===== config.mk =====
export PLATFORM = sky130hd
export DESIGN_NAME = axi_lite_arb
export DESIGN_NICKNAME = d
export VERILOG_FILES = /design/src/rtl/axi_lite_arb.sv
export SDC_FILE = /design/constraint.sdc
export NUM_CORES = 1
export LEC_CHECK = 0
export CORE_AREA = 2 2 143 145
export DETAILED_ROUTE_END_ITERATION = 10
export DIE_AREA = 0 0 145 147
export PLACE_DENSITY_LB_ADDON = 0.2
export SETUP_SLACK_MARGIN = 0.3
export SLEW_MARGIN = 0
export SYNTH_ARGS = -nofsm -noshare
export SYNTH_HDL_FRONTEND = slang
export SYNTH_SLANG_ARGS = --single-unit

===== constraint.sdc =====
create_clock -name clk -period 2.6 [get_ports clk]
set_input_delay 0.39 -clock clk [delete_from_list [all_inputs] [get_ports clk]]
set_output_delay 0.39 -clock clk [all_outputs]
set_load 0.02 [all_outputs]

===== src/rtl/axi_lite_arb.sv =====
// axi_lite_arb: shares one AXI-lite slave port between the instruction fetch
// master (M0, read-only) and the load/store master (M1, read and write).
// One whole transaction is granted at a time. LSU write beats LSU read, which
// beats fetch read. Only the granted master's channels reach the slave.
module axi_lite_arb #(
  parameter int ADDR_WIDTH = 32,
  parameter int DATA_WIDTH = 32
) (
  input  logic                      clk,
  input  logic                      rst,
  // fetch master (M0): read address and read data
  input  logic [ADDR_WIDTH-1:0]     m0_araddr,
  input  logic                      m0_arvalid,
  output logic                      m0_arready,
  output logic [DATA_WIDTH-1:0]     m0_rdata,
  output logic [1:0]                m0_rresp,
  output logic                      m0_rvalid,
  input  logic                      m0_rready,
  // load/store master (M1): read address and read data
  input  logic [ADDR_WIDTH-1:0]     m1_araddr,
  input  logic                      m1_arvalid,
  output logic                      m1_arready,
  output logic [DATA_WIDTH-1:0]     m1_rdata,
  output logic [1:0]                m1_rresp,
  output logic                      m1_rvalid,
  input  logic                      m1_rready,
  // load/store master (M1): write address, write data, write response
  input  logic [ADDR_WIDTH-1:0]     m1_awaddr,
  input  logic                      m1_awvalid,
  output logic                      m1_awready,
  input  logic [DATA_WIDTH-1:0]     m1_wdata,
  input  logic [DATA_WIDTH/8-1:0]   m1_wstrb,
  input  logic                      m1_wvalid,
  output logic                      m1_wready,
  output logic [1:0]                m1_bresp,
  output logic                      m1_bvalid,
  input  logic                      m1_bready,
  // shared slave port
  output logic [ADDR_WIDTH-1:0]     s_araddr,
  output logic                      s_arvalid,
  input  logic                      s_arready,
  input  logic [DATA_WIDTH-1:0]     s_rdata,
  input  logic [1:0]                s_rresp,
  input  logic                      s_rvalid,
  output logic                      s_rready,
  output logic [ADDR_WIDTH-1:0]     s_awaddr,
  output logic                      s_awvalid,
  input  logic                      s_awready,
  output logic [DATA_WIDTH-1:0]     s_wdata,
  output logic [DATA_WIDTH/8-1:0]   s_wstrb,
  output logic                      s_wvalid,
  input  logic                      s_wready,
  input  logic [1:0]                s_bresp,
  input  logic                      s_bvalid,
  output logic                      s_bready
);

  typedef enum logic [1:0] {
    IDLE,
    RD_IF,
    RD_LS,
    WR_LS
  } state_t;

  state_t state;
  state_t state_next;

  logic ar_done;
  logic aw_done;
  logic w_done;

  logic ar_hs;
  logic aw_hs;
  logic w_hs;

  // Slave-side request handshakes mark a channel as finished for this grant.
  assign ar_hs = s_arvalid && s_arready;
  assign aw_hs = s_awvalid && s_awready;
  assign w_hs  = s_wvalid  && s_wready;

  // Response payload and write payload go straight through; the valids and
  // readies alone decide whether anyone looks at them.
  assign m0_rdata = s_rdata;
  assign m0_rresp = s_rresp;
  assign m1_rdata = s_rdata;
  assign m1_rresp = s_rresp;
  assign m1_bresp = s_bresp;
  assign s_awaddr = m1_awaddr;
  assign s_wdata  = m1_wdata;
  assign s_wstrb  = m1_wstrb;

  // Grant state register; reset drops any grant immediately.
  always_ff @(posedge clk or posedge rst) begin
    if (rst) begin
      state <= IDLE;
    end else begin
      state <= state_next;
    end
  end

  // Done flags stay clear in IDLE, so each grant starts with all channels open.
  always_ff @(posedge clk or posedge rst) begin
    if (rst) begin
      ar_done <= 1'b0;
      aw_done <= 1'b0;
      w_done  <= 1'b0;
    end else if (state == IDLE) begin
      ar_done <= 1'b0;
      aw_done <= 1'b0;
      w_done  <= 1'b0;
    end else begin
      if (ar_hs) ar_done <= 1'b1;
      if (aw_hs) aw_done <= 1'b1;
      if (w_hs)  w_done  <= 1'b1;
    end
  end

  // Arbitration in IDLE plus combinational forwarding of the granted master.
  always_comb begin
    state_next = state;
    s_araddr   = m1_araddr;
    s_arvalid  = 1'b0;
    s_rready   = 1'b0;
    s_awvalid  = 1'b0;
    s_wvalid   = 1'b0;
    s_bready   = 1'b0;
    m0_arready = 1'b0;
    m0_rvalid  = 1'b0;
    m1_arready = 1'b0;
    m1_rvalid  = 1'b0;
    m1_awready = 1'b0;
    m1_wready  = 1'b0;
    m1_bvalid  = 1'b0;

    case (state)
      IDLE: begin
        if (m1_awvalid) begin
          state_next = WR_LS;
        end else if (m1_arvalid) begin
          state_next = RD_LS;
        end else if (m0_arvalid) begin
          state_next = RD_IF;
        end
      end

      RD_IF: begin
        s_araddr   = m0_araddr;
        s_arvalid  = m0_arvalid && !ar_done;
        m0_arready = s_arready && !ar_done;
        s_rready   = m0_rready;
        m0_rvalid  = s_rvalid;
        if (s_rvalid && m0_rready) begin
          state_next = IDLE;
        end
      end

      RD_LS: begin
        s_araddr   = m1_araddr;
        s_arvalid  = m1_arvalid && !ar_done;
        m1_arready = s_arready && !ar_done;
        s_rready   = m1_rready;
        m1_rvalid  = s_rvalid;
        if (s_rvalid && m1_rready) begin
          state_next = IDLE;
        end
      end

      WR_LS: begin
        // AW and W are independent; a W seen before AW is simply accepted first.
        s_awvalid  = m1_awvalid && !aw_done;
        m1_awready = s_awready && !aw_done;
        s_wvalid   = m1_wvalid && !w_done;
        m1_wready  = s_wready && !w_done;
        s_bready   = m1_bready;
        m1_bvalid  = s_bvalid;
        // A B response ends the grant even if the slave sent it before taking W.
        if (s_bvalid && m1_bready) begin
          state_next = IDLE;
        end
      end

      default: begin
        state_next = IDLE;
      end
    endcase
  end

endmodule


==> results of run 1 <==
## worst paths after layout
path	cells past startpoint	to	slack, ps	start
hold / removal	2	ar_done$_DFFE_PP0P_	390	rst
hold reg to reg	2	aw_done$_DFFE_PP0P_	500	aw_done$_DFFE_PP0P_
min in group clk	2	aw_done$_DFFE_PP0P_	500	aw_done$_DFFE_PP0P_
setup reg to reg	6	state[0]$_DFFE_PP0P_	960	state[1]$_DFFE_PP0P_
setup / recovery	5	s_arvalid	400	state[0]$_DFFE_PP0P_
max in group asynchronous	2	aw_done$_DFFE_PP0P_	2030	rst
## power by group through the flow
| stage | sequential [mW] | combinational, mW | clock (mW) |
|---|---|---|---|
| 2_1_floorplan | 0.119 | 1.06 | 0 |
| 3_3_place_gp | 0.124 | 1.39 | 0 |
| 3_5_place_dp | 0.124 | 1.37 | 0 |
| 4_1_cts | 0.128 | 1.35 | 0.257 |
| 5_1_grt | 0.134 | 1.47 | 0.267 |
| 6_report | 0.130 | 1.36 | 0.254 |
## worst max-delay path: stages (launching register included)
cell           delay [ps]
dfrtp_1               430
inv_2                 120
ha_1                  190
mux2_2                350
and3b_1               160
dlygate4sd2_1         320
## state kept, by name, summed over array words and instances, names as in the netlist
signal,flops
ar_done,1
state,2
w_done,1
aw_done,1
## layer usage
metal  vias to the layer above  share of wire [%]  GRT usage [%]
met5                         -                  0              0
met4                         0                2.9          2.772
met3                        37                9.6          1.894
met2                        93                 55          9.619
met1                       549                 33          4.821
li1                        544                  -              -
## through the flow
stage               hold WS, ps  cells  power (mW)  area (sq um)
global placement          501.2    469       1.512          2394
finish                    390.7    476       1.747          2502
detailed placement        503.8    469       1.498          2394
global route              410.8    476       1.870          2502
floorplan                 168.5    218       1.183          1877
CTS                       398.4    474       1.734          2466
## final cells by class
class                      count  area, sq um
sequential                     5        125.1
tap                          270        337.8
timing repair buffer         126         1259
clock buffer                   4        78.83
inverter                       4        15.01
fill                        2266        17340
multi-input combinational     67        686.9
## cell families (layout without fill, tap and decap cells)
| logic type | Yosys count | in the layout | share of synthesized area [%] |
|---|---|---|---|
| AOI/OAI and AO/OA | 9 | 9 | 3.601 |
| adders and majority gates | 6 | 6 | 4.000 |
| DFF | 5 | 5 | 6.667 |
| muxes | 35 | 35 | 20.87 |
| buffers and inverters | 146 | 134 | 57.40 |
| and+or+nand+nor | 17 | 17 | 7.466 |
## layout by cell type (no fill, tap or decap)
master and n:
a21boi_1 1, dlymetal6s2s_1 1, buf_16 1, a21boi_0 1, dfrtp_1 5, mux2i_1 2, clkdlybuf4s15_1 1, a22oi_1 1
ha_4 1, a31oi_1 1, ha_1 5, a21boi_4 1, a21oi_1 2, clkbuf_16 4, inv_2 2, mux2_2 28
nor4_4 1, nor2_1 3, dlygate4sd2_1 34, and3b_1 7, buf_4 2, clkdlybuf4s50_1 85, nor2b_1 1, o21ai_0 2
nor4b_2 1, clkbuf_1 1, and2_1 4, buf_12 1, mux2_1 5, inv_1 2
## what timing repair did
item / CTS / global route
setup endpoints to repair: 36 / 7
buffers inserted: 0 / 1
gates cloned: 1 / 1
resized for setup: 38 / 3
hold buffers: 0 / 0
==> impl_metrics.csv, run 1 <==
group,metric,value,unit
routing,drt_wl_total,6.155,mm
power,power.switching,740.9,uW
cells_and_area,antennaDiodeCount,0,
clocking,clock-sinks,5,
placed_design,dp.final_hpwl,4.867,mm
power,p_leak,0.9743,nW
grt,grt_overflow_total,0,
synth,yosysMostFrequentCell,"buf_4",
power,seqPwrFrac,7.4,%
sta,slew_viol_final,0,
sta,worst_pin_slew,387.2,ps
power,switching_share,42.41,%
critical_path,path_class,"reg2out",
synth,postSynth.topFlopCell,"dfrtp_1",
routing,drcViolationCount,0,
sta,fmax,455.0,MHz
clocking,clk_pin_slew,30,ps
die,die_w,145,um
synth,synth_warnings,0,
cells_and_area,syn_to_final_growth,33.33,%
sta,final.min_clock_period,2198,ps
synth,yosysUniqueCellTypes,22,
sta,rsz0062_at_grt,"no",
placed_design,gp_congestion,0.6972,
sta,fin_crit_sh,84.54,%
critical_path,start_kind,"register",
grt,grt_pass1_vias,1365,
cells_and_area,drive_gt1_share,20.39,%
outcome,status,"complete, no violations",
synth,yosys-top-cells-area,"buf_4, mux2_2, dfrtp_1, ha_1, and3b_1",
power,irDropWorstVdd,0.1484,mV
routing,ant_nets,0,
routing,dr_total_vias,1223,
power,internal_power,1.006,mW
power,power_density,698.1,nW/um^2
critical_path,arrival,1810,ps
routing,post_drt_wl_per_cell,12.93,um
critical_path,critical_path.max_fanout,5,
power,clkPwrFrac,14.6,%
synth,synth_edf_count,0,
die,io_pins,364,
synth,yosysTopAreaCellShare,55.20,%
synth,avgSynthCellArea,8.609,sq um
critical_path,endpoint_kind,"output port",
grt,grt_pass1_wl,8.424,mm
cells_and_area,fin_nets,395,
die,dieArea,21320,sq um
sta,finalSetupViolCount,0,
sta,setup_slack,402.0,ps
clocking,htree_levels,1,
routing,vias_per_cell,2.569,
die,core_area,19840,sq um
hold_path,worstHoldPathType,"in2async",
die,rows,52,
power,combPwrFrac,78.0,%
flow_run,drv_cap,0,
sta,fin_worst_skew,0.7789,ps
placed_design,io_buffers,121,
clocking,cts_tree,"built",
die,start_util,9.458,%
grt,antenna_found_initial,0,
clocking,numCtsBuffers,3,
die,die_y,147,um
routing,first_pass_iters,2,
placed_design,dpl_worst_slack,260.4,ps
synth,synth-seq-cells,5,
synth,netlist_top_cells_count,"buf_4, mux2_2, and3b_1",
synth,synth.largest_area_cell,"buf_4",
sta,hold_viol_final,0,
synth,syn_nets,406,
grt,grtUsageTotal,5.115,%
synth,postSynthCellCount,218,
sta,slew_headroom,74.12,%
synth,syn_area,1877,sq um
critical_path,required,2210,ps
clocking,insertion_delay,230,ps
routing,dr.first_iter.drc_count,4,
sta,tns,0,ps
cells_and_area,fin_util,12.61,%
grt,grt_max_degree,19,
clocking,clockBufferDepth,2,
synth,synth_seq_area_share,6.667,%
synth,async_reset_ff_share,100.0,%
clocking,cts-root-buf,"clkbuf_16",
Note: power is estimated with default switching activity, not from simulation.
==> run 2: changes to the inputs <==
Settings changed: CORE_AREA 2 2 143 145 to 2 2 141 143, DIE_AREA 0 0 145 147 to 0 0 143 145.
Clock period 2.6 ns to 1.9 ns, I/O delays scaled along.
==> run 2 against run 1 <==
Compared with the run above: sequential cell count unchanged; hold slack worse by 120 ps; sequential share of layout area shrank 0.70 points; clock skew is essentially flat; worst setup slack worse by 380 ps; total power up 88%; critical path type unchanged; highest routed layer unchanged.
==> impl_metrics.csv, run 2 (synthesis results as in run 1) <==
group,metric,value,unit
sta,hold_viol_final,0,
hold_path,worstHoldPathType,"in2async",
sta,fin_worst_skew,0.5836,ps
cells_and_area,fin_cells,487,
routing,drt_wl_total,6.949,mm
cells_and_area,fillers,2139,
grt,antenna_found_initial,0,
cells_and_area,fin_util,15.30,%
cells_and_area,largest_reg_flops,2,
power,irDropWorstVdd,0.2925,mV
sta,slew_viol_final,0,
cells_and_area,ff_latch_area,126.4,sq um
grt,grt_max_degree,10,
routing,first_pass_iters,2,
critical_path,rrSetupSlack,170,ps
critical_path,critical_path.max_fanout,8,
routing,ant_nets,0,
die,die_y,145,um
die,die_w,143,um
sta,final.min_clock_period,1881,ps
clocking,cts_tree,"built",
cells_and_area,antennaDiodeCount,0,
grt,grt_overflow_total,0,
grt,grt_pass1_vias,1402,
critical_path,crit_start,"state[1]$_DFFE_PP0P_",
placed_design,gp_congestion,0.6625,
grt,grtUsageTotal,5.563,%
die,rows,51,
critical_path,r2r_start,"state[0]$_DFFE_PP0P_",
cells_and_area,finish.instance_area,2939,sq um
critical_path,required,1620,ps
cells_and_area,layout_common_cells,"clkdlybuf4s50_1, buf_6, mux2_4",
die,core_area,19210,sq um
sta,hold_ws,270.7,ps
flow_run,drv_cap,0,
outcome,status,"complete, no violations",
critical_path,endpoint_kind,"output port",
cells_and_area,syn_to_final_growth,56.60,%
critical_path,arrival,1600,ps
sta,slew_headroom,78.50,%
cells_and_area,top_register,"state",
clocking,htree_levels,1,
power,power_density,1120,nW/um^2
critical_path,start_kind,"register",
clocking,insertion_delay,220,ps
cells_and_area,mostFrequentLayoutCell,"clkdlybuf4s50_1",
cells_and_area,fin_nets,411,
routing,dr.first_iter.drc_count,15,
sta,rsz0062_at_grt,"yes",
routing,dr_total_vias,1349,
sta,setup_slack,19.32,ps
critical_path,path_class,"reg2out",
die,io_pins,364,
sta,finalSetupViolCount,0,
power,p_leak,1.225,nW
placed_design,place_area,2456,sq um
clocking,numCtsBuffers,3,
power,power.total,3.292,mW
placed_design,dpl_worst_slack,-210.5,ps
clocking,clk_pin_slew,30,ps
routing,drcViolationCount,0,
cells_and_area,multi_input_area,857.1,sq um
clocking,cts-root-buf,"clkbuf_16",
routing,vias_per_cell,2.770,
sta,tns,0,ps
clocking,clock-sinks,5,
die,dieArea,20740,sq um
placed_design,dp.final_hpwl,5.195,mm
placed_design,io_buffers,121,
clocking,cts.hold.buffers_added,0,
sta,worst_pin_slew,321.6,ps
placed_design,placed_cells,473,
sta,fmax,531.7,MHz
grt,grt_pass1_wl,8.514,mm
die,start_util,9.771,%
cells_and_area,drive_gt1_share,52.25,%
routing,post_drt_wl_per_cell,14.27,um
clocking,clockBufferDepth,2,
sta,fin_crit_sh,98.98,%
[run 2: changes by cell type in the layout (fill, tap and decap cells not counted), sizes merged]
cell	previous run	this run
clkdlybuf4s15	1	0
buf	4	63
dlymetal6s2s	1	0
dlygate4sd2	34	0
clkdlybuf4s50	85	77
clkbuf	5	6
[run 2: power by group]
part | switching (mW) | internal (mW)
logic | 1.15 | 1.62
clock network | 0.0643 | 0.278
registers | 0.0308 | 0.143
total | 1.25 | 2.04
[run 2: worst paths after layout]
kind                                              to  cells past startpoint
worst max-delay path                     s_araddr[6]                      6
min in group clk                 aw_done$_DFFE_PP0P_                      2
worst max register to register  state[1]$_DFFE_PP0P_                      7
max in group asynchronous       state[0]$_DFFE_PP0P_                      2
worst min register to register   aw_done$_DFFE_PP0P_                      2
worst min-delay path             aw_done$_DFFE_PP0P_                      2
[run 2: metal layers]
metal | up-vias | part of all wire (%) | GRT usage [%]
li1 | 577 | - | -
met1 | 587 | 32 | 4.813
met3 | 42 | 13 | 2.145
met5 | - | 0 | 0
met2 | 143 | 51 | 10.45
met4 | 0 | 4.6 | 3.515
[run 2: cell type report]
cell class | count | share of cell area (%)
Timing Repair Buffer | 142 | 52.06
Multi-Input combinational cell | 67 | 29.16
Tap cell | 265 | 11.28
Sequential cell | 5 | 4.300
Inverter | 4 | 0.5109
Clock buffer | 4 | 2.682
[run 2: worst max-delay path: stages (launching register included)]
cell	delay, ps
dfrtp_1	380
inv_2	80
ha_4	190
buf_12	140
buf_16	130
mux2_4	310
buf_6	140
[run 2: repair_timing]
action / 4_1_cts / 5_1_grt
gates resized for setup: 225 / 80
endpoints found under the setup margin: 46 / 44
pin swaps: 3 / 2
cloned: 3 / 2
buffers inserted: 4 / 1
